==> config.mk <==
export PLATFORM = sky130hd
export DESIGN_NAME = mem_port_arbiter_flat
export DESIGN_NICKNAME = d
export VERILOG_FILES = /design/src/rtl/mem_bus_pkg.sv /design/src/rtl/mem_port_arbiter_if.sv /design/src/rtl/mem_port_arbiter_owner_fifo.sv /design/src/rtl/mem_port_arbiter.sv /design/src/flat_wrapper.sv
export SDC_FILE = /design/constraint.sdc
export NUM_CORES = 1
export LEC_CHECK = 0
export ABC_AREA = 1
export CAP_MARGIN = 5
export CORE_AREA = 4 4 108 110
export CTS_BUF_LIST = sky130_fd_sc_hd__clkbuf_16
export DETAILED_ROUTE_END_ITERATION = 6
export DIE_AREA = 0 0 112 114
export PLACE_DENSITY = 0.7
export SLEW_MARGIN = 0
export SYNTH_ARGS = -nofsm -noshare
export SYNTH_HDL_FRONTEND = slang
export SYNTH_SLANG_ARGS = --single-unit
export TNS_END_PERCENT = 100
==> constraint.sdc <==
create_clock -name clk -period 3.8 [get_ports clk]
set_input_delay 0.76 -clock clk [delete_from_list [all_inputs] [get_ports clk]]
set_output_delay 0.76 -clock clk [all_outputs]
set_load 0.05 [all_outputs]
==> src/rtl/mem_bus_pkg.sv <==
// Shared encodings for the memory-port arbiter: owner IDs, transfer sizes
// and arbitration FSM states.
package mem_bus_pkg;

   typedef logic owner_t;

   localparam owner_t OWN_INST = 1'b0;
   localparam owner_t OWN_DATA = 1'b1;

   localparam logic [1:0] SZ_BYTE = 2'b00;
   localparam logic [1:0] SZ_HALF = 2'b01;
   localparam logic [1:0] SZ_WORD = 2'b10;

   typedef enum logic [1:0] {
      IDLE      = 2'd0,
      LOCK_INST = 2'd1,
      LOCK_DATA = 2'd2
   } arb_state_e;

endpackage

==> src/rtl/mem_port_arbiter_if.sv <==
// Signal bundle for the arbiter: fetch side, data side, shared memory port
// and the sticky protocol-error flag.
interface mem_port_arbiter_if;

   logic        inst_req;
   logic [31:0] inst_addr;
   logic        inst_addr_ok;
   logic        inst_data_ok;
   logic [31:0] inst_rdata;

   logic        data_req;
   logic        data_wr;
   logic [1:0]  data_size;
   logic [3:0]  data_wstrb;
   logic [31:0] data_addr;
   logic [31:0] data_wdata;
   logic        data_addr_ok;
   logic        data_data_ok;
   logic [31:0] data_rdata;

   logic        req;
   logic        wr;
   logic [1:0]  size;
   logic [3:0]  wstrb;
   logic [31:0] addr;
   logic [31:0] wdata;
   logic        addr_ok;
   logic        data_ok;
   logic [31:0] rdata;

   logic        proto_err;

   // Arbiter view: serves both requesters and drives the shared port.
   modport master (
      input  inst_req, inst_addr,
      output inst_addr_ok, inst_data_ok, inst_rdata,
      input  data_req, data_wr, data_size, data_wstrb, data_addr, data_wdata,
      output data_addr_ok, data_data_ok, data_rdata,
      output req, wr, size, wstrb, addr, wdata,
      input  addr_ok, data_ok, rdata,
      output proto_err
   );

   // Environment view: requesters and the memory behind the shared port.
   modport slave (
      output inst_req, inst_addr,
      input  inst_addr_ok, inst_data_ok, inst_rdata,
      output data_req, data_wr, data_size, data_wstrb, data_addr, data_wdata,
      input  data_addr_ok, data_data_ok, data_rdata,
      input  req, wr, size, wstrb, addr, wdata,
      output addr_ok, data_ok, rdata,
      input  proto_err
   );

endinterface

==> src/rtl/mem_port_arbiter_owner_fifo.sv <==
// In-order owner FIFO: remembers which requester issued each accepted
// request so responses can be steered back in issue order.
module owner_fifo
   import mem_bus_pkg::*;
#(
   parameter int  DEPTH = 2,
   localparam int CNT_W = $clog2(DEPTH + 1)
) (
   input  logic             clk,
   input  logic             resetn,
   input  logic             push,
   input  owner_t           din,
   input  logic             pop,
   output owner_t           head,
   output logic             full,
   output logic             empty,
   output logic [CNT_W-1:0] count
);

   localparam int PTR_W = (DEPTH > 1) ? $clog2(DEPTH) : 1;

   logic [PTR_W-1:0] wr_ptr;
   logic [PTR_W-1:0] rd_ptr;
   owner_t           mem [DEPTH];
   logic             push_ok;
   logic             pop_ok;

   // Pointers wrap modulo DEPTH, which need not be a power of two.
   function automatic logic [PTR_W-1:0] ptr_inc(input logic [PTR_W-1:0] p);
      return (p == PTR_W'(DEPTH - 1)) ? '0 : p + PTR_W'(1);
   endfunction

   assign push_ok = push & ~full;
   assign pop_ok  = pop & ~empty;
   assign full    = (count == CNT_W'(DEPTH));
   assign empty   = (count == '0);
   assign head    = mem[rd_ptr];

   always_ff @(posedge clk or negedge resetn) begin
      if (!resetn) begin
         wr_ptr <= '0;
         rd_ptr <= '0;
         count  <= '0;
      end else begin
         if (push_ok) wr_ptr <= ptr_inc(wr_ptr);
         if (pop_ok)  rd_ptr <= ptr_inc(rd_ptr);
         case ({push_ok, pop_ok})
            2'b10:   count <= count + CNT_W'(1);
            2'b01:   count <= count - CNT_W'(1);
            default: count <= count;
         endcase
      end
   end

   always_ff @(posedge clk) begin
      if (push_ok) mem[wr_ptr] <= din;
   end

endmodule

==> src/rtl/mem_port_arbiter.sv <==
// Shares one SRAM-like port between fetch and data requesters: data priority
// with a starvation guard, grant lock while stalled, in-order response steering.
module mem_port_arbiter
   import mem_bus_pkg::*;
#(
   parameter int MAX_OUTSTANDING = 2,
   parameter int STARVE_LIMIT    = 4
) (
   input  logic         clk,
   input  logic         resetn,
   mem_port_arbiter_if.master bus
);

   localparam int SC_W  = $clog2(STARVE_LIMIT + 1);
   localparam int CNT_W = $clog2(MAX_OUTSTANDING + 1);

   arb_state_e       state;
   arb_state_e       state_nxt;
   logic             sel_vld;
   owner_t           sel_own;
   logic             sel_inst;
   logic             accept;
   logic             starved;
   logic [SC_W-1:0]  starve_cnt;
   logic             proto_err_q;

   logic             fifo_pop;
   owner_t           fifo_head;
   logic             fifo_full;
   logic             fifo_empty;
   logic [CNT_W-1:0] fifo_count;

   assign starved = (starve_cnt == SC_W'(STARVE_LIMIT));

   always_ff @(posedge clk or negedge resetn) begin
      if (!resetn) state <= IDLE;
      else         state <= state_nxt;
   end

   always_comb begin
      state_nxt = IDLE;
      sel_vld   = 1'b0;
      sel_own   = OWN_DATA;
      case (state)
         IDLE: begin
            // Fullness comes from the registered count, so a same-cycle pop
            // never unblocks a new request.
            if (!fifo_full) begin
               if (starved && bus.inst_req) begin
                  sel_vld = 1'b1;
                  sel_own = OWN_INST;
               end else if (bus.data_req) begin
                  sel_vld = 1'b1;
                  sel_own = OWN_DATA;
               end else if (bus.inst_req) begin
                  sel_vld = 1'b1;
                  sel_own = OWN_INST;
               end
            end
         end
         LOCK_INST: begin
            sel_own = OWN_INST;
            sel_vld = bus.inst_req;
         end
         LOCK_DATA: begin
            sel_own = OWN_DATA;
            sel_vld = bus.data_req;
         end
         default: begin
            sel_vld = 1'b0;
         end
      endcase
      if (!resetn) sel_vld = 1'b0;
      // A dropped request while locked falls through to IDLE with no push.
      if (sel_vld && !bus.addr_ok)
         state_nxt = (sel_own == OWN_INST) ? LOCK_INST : LOCK_DATA;
   end

   assign sel_inst = (sel_own == OWN_INST);
   assign accept   = sel_vld & bus.addr_ok;

   assign bus.req   = sel_vld;
   assign bus.wr    = sel_inst ? 1'b0    : bus.data_wr;
   assign bus.size  = sel_inst ? SZ_WORD : bus.data_size;
   assign bus.wstrb = sel_inst ? 4'h0    : bus.data_wstrb;
   assign bus.addr  = sel_inst ? bus.inst_addr : bus.data_addr;
   assign bus.wdata = bus.data_wdata;

   assign bus.inst_addr_ok = accept & sel_inst;
   assign bus.data_addr_ok = accept & ~sel_inst;

   assign fifo_pop         = bus.data_ok & ~fifo_empty;
   assign bus.inst_data_ok = fifo_pop & (fifo_head == OWN_INST);
   assign bus.data_data_ok = fifo_pop & (fifo_head == OWN_DATA);
   assign bus.inst_rdata   = bus.rdata;
   assign bus.data_rdata   = bus.rdata;
   assign bus.proto_err    = proto_err_q;

   owner_fifo #(
      .DEPTH (MAX_OUTSTANDING)
   ) u_owner_fifo (
      .clk    (clk),
      .resetn (resetn),
      .push   (accept),
      .din    (sel_own),
      .pop    (fifo_pop),
      .head   (fifo_head),
      .full   (fifo_full),
      .empty  (fifo_empty),
      .count  (fifo_count)
   );

   // Counts data grants that overtook a waiting fetch; any gap in inst_req resets it.
   always_ff @(posedge clk or negedge resetn) begin
      if (!resetn) begin
         starve_cnt <= '0;
      end else if (!bus.inst_req || (accept && sel_inst)) begin
         starve_cnt <= '0;
      end else if (accept && !starved) begin
         starve_cnt <= starve_cnt + SC_W'(1);
      end
   end

   always_ff @(posedge clk or negedge resetn) begin
      if (!resetn)                        proto_err_q <= 1'b0;
      else if (bus.data_ok && fifo_empty) proto_err_q <= 1'b1;
   end

   logic unused_count;
   assign unused_count = ^fifo_count;

endmodule

==> src/flat_wrapper.sv <==
// flat-port wrapper written by rule: the top's interface ports become plain ports
module mem_port_arbiter_flat import mem_bus_pkg::*;
#(
   parameter int MAX_OUTSTANDING = 2,
   parameter int STARVE_LIMIT    = 4
)
  (clk, resetn, bus_inst_req, bus_inst_addr, bus_inst_addr_ok, bus_inst_data_ok, bus_inst_rdata, bus_data_req, bus_data_wr, bus_data_size, bus_data_wstrb, bus_data_addr, bus_data_wdata, bus_data_addr_ok, bus_data_data_ok, bus_data_rdata, bus_req, bus_wr, bus_size, bus_wstrb, bus_addr, bus_wdata, bus_addr_ok, bus_data_ok, bus_rdata, bus_proto_err);
  mem_port_arbiter_if bus_i ();
  input  logic clk;
  input  logic resetn;
  input wire logic [$bits(bus_i.inst_req)-1:0] bus_inst_req;
  input wire logic [$bits(bus_i.inst_addr)-1:0] bus_inst_addr;
  output wire logic [$bits(bus_i.inst_addr_ok)-1:0] bus_inst_addr_ok;
  output wire logic [$bits(bus_i.inst_data_ok)-1:0] bus_inst_data_ok;
  output wire logic [$bits(bus_i.inst_rdata)-1:0] bus_inst_rdata;
  input wire logic [$bits(bus_i.data_req)-1:0] bus_data_req;
  input wire logic [$bits(bus_i.data_wr)-1:0] bus_data_wr;
  input wire logic [$bits(bus_i.data_size)-1:0] bus_data_size;
  input wire logic [$bits(bus_i.data_wstrb)-1:0] bus_data_wstrb;
  input wire logic [$bits(bus_i.data_addr)-1:0] bus_data_addr;
  input wire logic [$bits(bus_i.data_wdata)-1:0] bus_data_wdata;
  output wire logic [$bits(bus_i.data_addr_ok)-1:0] bus_data_addr_ok;
  output wire logic [$bits(bus_i.data_data_ok)-1:0] bus_data_data_ok;
  output wire logic [$bits(bus_i.data_rdata)-1:0] bus_data_rdata;
  output wire logic [$bits(bus_i.req)-1:0] bus_req;
  output wire logic [$bits(bus_i.wr)-1:0] bus_wr;
  output wire logic [$bits(bus_i.size)-1:0] bus_size;
  output wire logic [$bits(bus_i.wstrb)-1:0] bus_wstrb;
  output wire logic [$bits(bus_i.addr)-1:0] bus_addr;
  output wire logic [$bits(bus_i.wdata)-1:0] bus_wdata;
  input wire logic [$bits(bus_i.addr_ok)-1:0] bus_addr_ok;
  input wire logic [$bits(bus_i.data_ok)-1:0] bus_data_ok;
  input wire logic [$bits(bus_i.rdata)-1:0] bus_rdata;
  output wire logic [$bits(bus_i.proto_err)-1:0] bus_proto_err;
  assign bus_i.inst_req = bus_inst_req;
  assign bus_i.inst_addr = bus_inst_addr;
  assign bus_inst_addr_ok = bus_i.inst_addr_ok;
  assign bus_inst_data_ok = bus_i.inst_data_ok;
  assign bus_inst_rdata = bus_i.inst_rdata;
  assign bus_i.data_req = bus_data_req;
  assign bus_i.data_wr = bus_data_wr;
  assign bus_i.data_size = bus_data_size;
  assign bus_i.data_wstrb = bus_data_wstrb;
  assign bus_i.data_addr = bus_data_addr;
  assign bus_i.data_wdata = bus_data_wdata;
  assign bus_data_addr_ok = bus_i.data_addr_ok;
  assign bus_data_data_ok = bus_i.data_data_ok;
  assign bus_data_rdata = bus_i.data_rdata;
  assign bus_req = bus_i.req;
  assign bus_wr = bus_i.wr;
  assign bus_size = bus_i.size;
  assign bus_wstrb = bus_i.wstrb;
  assign bus_addr = bus_i.addr;
  assign bus_wdata = bus_i.wdata;
  assign bus_i.addr_ok = bus_addr_ok;
  assign bus_i.data_ok = bus_data_ok;
  assign bus_i.rdata = bus_rdata;
  assign bus_proto_err = bus_i.proto_err;
  mem_port_arbiter #(.MAX_OUTSTANDING(MAX_OUTSTANDING), .STARVE_LIMIT(STARVE_LIMIT)) u_core (.clk(clk), .resetn(resetn), .bus(bus_i));
endmodule
==> impl_metrics.yaml, run 1 <==
run_status:
  status: "finished, final reports clean"
global_routing:
  grt_pass1_wl_mm: 9.045
  gr-total-overflow: 0
  grt_use_total_pct: 8.911
  antenna_found_initial: 0
  grt_pass1_vias: 1786
  grt_max_degree: 41
clocking:
  cts_tree: "built"
  clkTransAtPathRegs_ns: 0.04
  cts_buffers: 3
  cts_resized: 0
  cts_setup_buffers: 0
  cts-root-buf: "clkbuf_16"
  clkLatencyLatePin_ns: 0.23
  cts.sinks: 12
  cts_buffer_depth: 2
  cts_htree_levels: 1
  cts_hold_buffers: 0
route:
  met1_length_mm: 1.690
  vias: 1694
  firstDrtPassIters: 6
  highest_layer: "met4"
  viasPerCell: 3.715
  wl_met2_mm: 3.355
  drt_wl_total_mm: 6.355
  wl_per_cell_um: 13.94
  drt_drc_violations_left: 0
  ant_nets: 0
  drt-initial-drc-count: 56
  wl_met3_mm: 1.302
sta:
  rsz0062_at_grt: "false"
  finalCriticalPeriod_ns: 3.191
  setup_viol: 0
  hold_viol_final: 0
  max_freq_mhz: 313.4
  fin_setup_tns_ns: 0
  finalCritPeriodShare_pct: 83.98
  skew_ns: 0.002241
  finalMaxSlewViolations: 0
  slew_headroom_pct: 65.31
  tightest_slew_ns: 0.5149
setup_path:
  reg2reg_from: "u_core.state[0]$_DFF_PN0_"
  worstPathMaxFanout: 4
  ff2ff_path_depth: 10
  critical_path_buf_inv_count: 2
  critPathTopFamily: "buffers and inverters"
  reg2reg_to: "u_core.u_owner_fifo.count[1]$_DFFE_PN0P_"
  cpMaxStageDelayCell: "clkdlybuf4s50_1"
  arrival_ns: 2.43
  worstPathRequired_ns: 3.04
  crit_chain: "clkdlybuf4s50_1 -> o21ai_0 -> nor2_1 -> clkdlybuf4s50_1"
  start_kind: "input port"
  rrSetupSlack_ns: 1.95
  max_stage_delay_ns: 0.82
  cpMostUsedCell: "clkdlybuf4s50_1"
  crit_type: "input port to output port"
  worstSetupEndpointType: "output port"
synthesis:
  synthCells: 293
  synthAdderAreaFrac_pct: 1.949
  synthSimpleGateAreaFrac_pct: 30.99
  syn_area_per_cell_um2: 6.572
  syn_area_um2: 1926
  synth_top_family_by_area: "buffers and inverters"
  yosys_register_bits: 12
  synth_top_area_cell: "buf_4"
  synth_compound_area_share_pct: 3.314
  ys_top_cells_by_area: "buf_4 39%, nand2_1 20%, dfrtp_1 13%, inv_1 4.1%, edfxtp_1 3.1%"
  syn-num-nets: 437
  synthMuxAreaShare_pct: 0
  netlist.area_leader.share_pct: 38.99
  synth_xor_area_share_pct: 2.274
  synth-seq-area-share_pct: 16.11
  yosysWarnings: 0
  ys_types: 27
floorplan:
  die_w_um: 112
  rows: 38
  start_util_pct: 18.00
  ios: 282
  dieArea_um2: 12770
  core-area_um2: 10700
  die_y_um: 114
hold_path:
  whs_path_depth: 1
  whs_endpoint: "u_core.bus.proto_err$_DFFE_PN0P_"
  min_path_type: "register to register"
  min_from: "u_core.bus.proto_err$_DFFE_PN0P_"
power:
  pwr_density_cell_nw_per_um2: 503.9
  peakVddDrop_v: 0.0002548
  leakagePower_nw: 1.390
placement:
  dpl.hpwl_mm: 5.565
  portBuffers: 121
  place.gp.congestion: 0.7915
  placed_area_um2: 2875
layout:
  area_delta_synth_final_pct: 53.22
  drive_gt1_share_pct: 20.57
  nets: 462
  antenna_cells: 0
  final_area_um2: 2950
run:
  drv_cap: 0
-- worst max-delay path by stage --
stage / from / to / cells after the start
after global routing: bus_data_ok / bus_inst_data_ok / 4
final: bus_data_ok / bus_inst_data_ok / 4
after global placement: bus_data_ok / bus_inst_data_ok / 4
after detailed placement: bus_data_ok / bus_inst_data_ok / 4
after floorplan: bus_inst_req / bus_data_addr_ok / 6
after CTS: bus_data_ok / bus_inst_data_ok / 4
-- layer usage --
layer  up-vias  track usage (%)
met5         -                0
met4         0            1.202
met3         2            8.329
met2       168            16.27
met1       694            7.164
li1        830                -
-- power breakdown --
part           internal, mW  switching, mW
combinational         0.478          0.638
clock                 0.136         0.0472
sequential            0.163         0.0246
total                 0.777          0.710
-- area by class of cell --
| class | count | area (µm²) |
|---|---|---|
| fillers | 1127 | 7747 |
| repair buffers | 123 | 1559 |
| multi-input cells | 155 | 742.0 |
| flip-flops and latches | 12 | 310.3 |
| well taps | 140 | 175.2 |
| inverters | 23 | 88.84 |
| clock buffers | 3 | 75.07 |
-- stage by stage --
step | hold WS (ns) | instances | setup slack (ns) | utilization (%) | power (mW)
after floorplan | 0.4644 | 293 | 0.8220 | - | 1.075
after global placement | 0.4533 | 453 | 0.6668 | 26.88 | 1.299
after detailed placement | 0.4736 | 453 | 0.5889 | 26.88 | 1.316
after CTS | 0.4826 | 456 | 0.5806 | 27.58 | 1.505
after global routing | 0.5070 | 456 | 0.5141 | 27.58 | 1.563
final | 0.4756 | 456 | 0.6088 | 27.58 | 1.487
-- cell families after synthesis --
logic type,after synthesis
buffers and inverters,126
AND/OR/NAND/NOR,138
AO/OA/AOI/OAI,9
flip-flops,12
adder cells (fa/ha/maj),3
XOR/XNOR,5
-- state kept, by name, indices dropped and copies added (netlist names) --
signal and count:
u_core.u_owner_fifo.mem 2, u_core.starve_cnt 3, u_core.u_owner_fifo.rd_ptr 1, u_core.u_owner_fifo.count 2, u_core.state 2, u_core.bus.proto_err 1, u_core.u_owner_fifo.wr_ptr 1
-- Yosys cell counts --
cell / instances
a21oi_4: 1
nand4_1: 3
ha_1: 3
nand3_2: 2
inv_1: 21
edfxtp_1: 2
a31o_2: 1
xnor2_1: 1
nand2_4: 2
inv_4: 1
xor2_1: 4
nor2_2: 1
o21ai_0: 3
nor2_1: 13
buf_6: 3
nand3_4: 1
or2_2: 2
dfrtp_1: 10
nand2_1: 105
nor2_4: 1
inv_2: 1
buf_4: 100
nand3_1: 3
a21oi_2: 1
a21oi_1: 3
nand2_2: 4
nor3_1: 1
-- placed cells by master, fill, tap and decap left out, types with 2 or more instances in the layout --
master | netlist | routed
o21ai_0 | 3 | 3
nand2_2 | 4 | 4
or2_2 | 2 | 2
nand3_1 | 3 | 3
nor2_1 | 13 | 13
nand4_1 | 3 | 3
nand3_2 | 2 | 2
clkdlybuf4s50_1 | 0 | 79
buf_12 | 0 | 35
xor2_1 | 4 | 4
ha_1 | 3 | 3
buf_4 | 100 | 9
nand2_1 | 105 | 105
dfrtp_1 | 10 | 10
inv_1 | 21 | 21
nand2_4 | 2 | 2
a21oi_1 | 3 | 3
edfxtp_1 | 2 | 2
clkbuf_16 | 0 | 3
(Power assumes the default switching activity.)
==> run 2, diff against run 1 <==
PLACE_DENSITY = 0.72   (was 0.7)
clock period = 2.8 ns   (was 3.8 ns; I/O delays follow)
==> run 2 against run 1 <==
Against the previous run: non-clock buffer count is the same; critical endpoint is now bus_addr[9]; via count increased by 1.9%; sequential power is 35% higher; clock skew is essentially flat; largest cell class unchanged; critical path depth grew 5; count of clock-buffer cells in the layout unchanged.
==> impl_metrics.yaml, run 2 (same netlist as run 1, synthesis figures left out) <==
setup_path:
  crit_type: "input port to output port"
  reg2reg_from: "u_core.state[1]$_DFF_PN0_"
  critPathLaunch: "bus_inst_req"
  worstPathMaxFanout: 35
  worstSetupEndpointType: "output port"
  worstPathRequired_ns: 2.24
  start_kind: "input port"
  arrival_ns: 2.12
floorplan:
  die_w_um: 112
  rows: 38
  dieArea_um2: 12770
  ios: 282
  die_y_um: 114
  core-area_um2: 10700
  start_util_pct: 18.00
power:
  pwr_density_cell_nw_per_um2: 688.3
  peakVddDrop_v: 0.0003436
  leakagePower_nw: 1.430
global_routing:
  grt_max_degree: 36
  antenna_found_initial: 0
  grt_use_total_pct: 9.143
  gr-total-overflow: 0
  grt_pass1_wl_mm: 9.121
  grt_pass1_vias: 1797
layout:
  top_register: "u_core.starve_cnt"
  nets: 462
  drive_gt1_share_pct: 21.14
  fin_util_pct: 28.62
  layout_commonest_cell: "nand2_1"
  area_delta_synth_final_pct: 59.00
  largest_reg_flops: 3
  layout_common_cells: "105 x nand2_1, 77 x clkdlybuf4s50_1, 44 x buf_12"
  antenna_cells: 0
sta:
  slew_headroom_pct: 67.23
  rsz0062_at_grt: "false"
  setup_viol: 0
  finalCritPeriodShare_pct: 95.56
  max_freq_mhz: 373.7
  skew_ns: 0.001995
  finalWorstSetupSlack_ns: 0.1242
  finalMaxSlewViolations: 0
  tightest_slew_ns: 0.4865
  hold_viol_final: 0
  fin_setup_tns_ns: 0
  hold_ws_ns: 0.4658
  finalCriticalPeriod_ns: 2.676
route:
  firstDrtPassIters: 4
  wl_per_cell_um: 13.73
  drt_wl_total_mm: 6.275
  vias: 1726
  ant_nets: 0
  drt_drc_violations_left: 0
  viasPerCell: 3.777
  drt-initial-drc-count: 64
clocking:
  cts_tree: "built"
  clkLatencyLatePin_ns: 0.24
  cts.sinks: 12
  cts_setup_buffers: 0
  cts_resized: 0
  cts_htree_levels: 1
  cts_buffer_depth: 2
  cts-root-buf: "clkbuf_16"
  cts_buffers: 3
  cts_hold_buffers: 0
  clkTransAtPathRegs_ns: 0.04
placement:
  pre_cts_ws_ns: 0.09688
  place.gp.congestion: 0.7964
  dpl.hpwl_mm: 5.503
  portBuffers: 121
run_status:
  status: "finished, final reports clean"
hold_path:
  min_path_type: "register to register"
  min_from: "u_core.bus.proto_err$_DFFE_PN0P_"
run:
  drv_cap: 0
==> run 2: cell count changes in the layout (fill, tap and decap cells not counted), sizes merged <==
| cell | change |
|---|---|
| clkinv | +1 |
| clkdlybuf4s50 | -2 |
| buf | +2 |
==> run 2: final timing paths <==
kind	slack [ns]	depth (start not counted)	end
hold reg to reg	0.47	1	u_core.bus.proto_err$_DFFE_PN0P_
max in group asynchronous	1.94	2	u_core.state[1]$_DFF_PN0_
min in group asynchronous	0.71	2	u_core.bus.proto_err$_DFFE_PN0P_
hold / removal	0.47	1	u_core.bus.proto_err$_DFFE_PN0P_
setup reg to reg	0.95	12	u_core.u_owner_fifo.count[1]$_DFFE_PN0P_
setup / recovery	0.12	9	bus_addr[9]
==> run 2: area by class of cell <==
type,count,area [µm²]
fillers,1127,7636
repair buffers,123,1667
multi-input cells,155,742.0
flip-flops and latches,12,310.3
well taps,140,175.2
inverters,23,88.84
clock buffers,3,75.07
clock inverters,1,3.754
==> run 2: report_power, final <==
group          switching [mW]  internal, mW  leakage (nW)
logic                   0.884         0.708          1.25
registers              0.0329         0.221         0.141
clock network          0.0737         0.188        0.0385
total                   0.990          1.12          1.43
==> run 2: worst max-delay path, stage by stage <==
cell	delay [ns]
clkdlybuf4s50_1	0.51
inv_1	0.08
a21oi_2	0.12
nand3_2	0.09
nand2_4	0.15
buf_12	0.21
nand2_1	0.11
nand2_1	0.12
buf_12	0.14
==> run 2: stage by stage <==
step / power [mW] / std cells / instance area (µm²)
2_1_floorplan: 1.459 / 293 / 1926
3_3_place_gp: 1.842 / 453 / 2983
3_5_place_dp: 1.869 / 453 / 2983
4_1_cts: 2.140 / 457 / 3062
5_1_grt: 2.222 / 457 / 3062
6_report: 2.107 / 457 / 3062
==> run 2: metal layers <==
layer  wire length (µm)  global-route usage (%)
met2               3078                   16.11
met4                 95                   3.926
met1               1848                   7.484
met5                  0                       0
met3               1252                   7.321
==> run 3, diff against run 2 <==
ABC_CLOCK_PERIOD_IN_PS = 2800   (was default)
PLACE_DENSITY = default   (was 0.72)
PLACE_DENSITY_LB_ADDON = 0.08   (was default)
==> run 3 against run 2 <==
Against the previous run: total power up 1.1%; largest power group unchanged; count of clock-buffer cells in the layout unchanged; sequential power about the same; critical endpoint is now bus_data_addr_ok; via count down 3.1%; clock skew about the same.
==> impl_metrics.yaml, run 3 (same netlist as run 1, synthesis figures left out) <==
run_status:
  status: "finished, final reports clean"
power:
  seqPwrFrac_pct: 11.9
  switchingPower_uw: 988.8
  clock_power_share_pct: 12.1
  pwr_density_cell_nw_per_um2: 684.9
  comb_power_share_pct: 76.0
  p_int_mw: 1.141
  leakagePower_nw: 1.453
  swShare_pct: 46.43
  peakVddDrop_v: 0.0002750
global_routing:
  grt_max_degree: 36
  gr-total-overflow: 0
  grt_use_total_pct: 9.992
  grt_pass1_vias: 1771
  grt_pass1_wl_mm: 9.963
  antenna_found_initial: 0
layout:
  final_area_um2: 3109
  top_register: "u_core.starve_cnt"
  nets: 465
  layout_commonest_cell: "nand2_1"
  layout_common_cells: "105 x nand2_1, 77 x clkdlybuf4s50_1, 46 x buf_12"
  largest_reg_flops: 3
  drive_gt1_share_pct: 21.88
  antenna_cells: 0
  area_delta_synth_final_pct: 61.47
clocking:
  cts_tree: "built"
  cts_htree_levels: 1
  cts_hold_buffers: 0
  cts_buffers: 3
  cts_resized: 0
  cts_setup_buffers: 0
  cts-root-buf: "clkbuf_16"
  clkTransAtPathRegs_ns: 0.04
  cts.sinks: 12
  cts_buffer_depth: 2
  clkLatencyLatePin_ns: 0.24
floorplan:
  core-area_um2: 10700
  start_util_pct: 18.00
  rows: 38
  dieArea_um2: 12770
  ios: 282
  die_w_um: 112
  die_y_um: 114
sta:
  rsz0062_at_grt: "false"
  tightest_slew_ns: 0.5187
  setup_viol: 0
  finalCritPeriodShare_pct: 92.40
  slew_headroom_pct: 65.05
  finalMaxSlewViolations: 0
  hold_ws_ns: 0.4692
  fin_setup_tns_ns: 0
  finalCriticalPeriod_ns: 2.587
  hold_viol_final: 0
  max_freq_mhz: 386.5
  skew_ns: 0.002129
hold_path:
  min_path_type: "register to register"
  min_from: "u_core.bus.proto_err$_DFFE_PN0P_"
placement:
  placed_area_um2: 3030
  place.gp.congestion: 0.7449
  portBuffers: 121
  dpl.hpwl_mm: 5.902
run:
  drv_cap: 0
setup_path:
  critical_path_buf_inv_count: 3
  max_stage_delay_ns: 0.51
  cpMostUsedCell: "nand2_2"
  arrival_ns: 2.03
  reg2reg_from: "u_core.state[0]$_DFF_PN0_"
  critPathTopFamily: "buffers and inverters"
  cpMaxStageDelayCell: "clkdlybuf4s50_1"
  critPathLaunch: "bus_inst_req"
  start_kind: "input port"
  crit_type: "input port to output port"
  worstPathRequired_ns: 2.24
  worstPathMaxFanout: 3
  worstSetupEndpointType: "output port"
  crit_chain: "clkdlybuf4s50_1 -> inv_1 -> nand2_1 -> nand3_4 -> nand2_2 -> nand2_2 -> nor3_1 -> buf_12"
route:
  wl_per_cell_um: 14.53
  vias: 1672
  drt_wl_total_mm: 6.685
  ant_nets: 0
  drt_drc_violations_left: 0
  drt-initial-drc-count: 26
  firstDrtPassIters: 4
  viasPerCell: 3.635
run 3: final cells by class:
| type | instances | area (µm²) |
|---|---|---|
| Timing Repair Buffer | 126 | 1714 |
| Clock inverter | 1 | 3.754 |
| Clock buffer | 3 | 75.07 |
| Multi-Input combinational cell | 155 | 742.0 |
| Tap cell | 140 | 175.2 |
| Fill cell | 1158 | 7589 |
| Sequential cell | 12 | 310.3 |
| Inverter | 23 | 88.84 |
run 3: power by group through the flow:
stage	Sequential (mW)	Clock (mW)	Combinational (mW)
after CTS	0.254	0.265	1.64
final	0.254	0.258	1.62
after floorplan	0.251	0	1.21
after global placement	0.255	0	1.64
after global routing	0.262	0.276	1.71
after detailed placement	0.256	0	1.64
run 3: metrics by stage:
stage | std cells | util [%] | worst slack, ns | power [mW]
after global placement | 456 | 28.33 | 0.2294 | 1.899
after floorplan | 293 | - | 0.1380 | 1.459
final | 460 | 29.06 | 0.2128 | 2.130
after detailed placement | 456 | 28.33 | 0.2087 | 1.898
after CTS | 460 | 29.06 | 0.1989 | 2.164
after global routing | 460 | 29.06 | 0.07604 | 2.246
run 3: layer usage:
metal	share of wire, %	global-route usage (%)	vias up	routed length, µm
met1	30	9.012	680	2013
li1	-	-	837	-
met2	52	17.95	145	3475
met3	16	7.003	10	1069
met4	1.9	3.045	0	127
met5	0	0	-	0
run 3: worst paths after layout:
check,to,cells past startpoint,slack (ns)
min in group asynchronous,u_core.u_owner_fifo.count[0]$_DFFE_PN0P_,2,0.75
max in group asynchronous,u_core.state[0]$_DFF_PN0_,2,1.93
worst min register to register,u_core.bus.proto_err$_DFFE_PN0P_,1,0.47
worst max register to register,u_core.u_owner_fifo.count[1]$_DFFE_PN0P_,10,0.94
worst max-delay path,bus_data_addr_ok,8,0.21
worst min-delay path,u_core.bus.proto_err$_DFFE_PN0P_,1,0.47
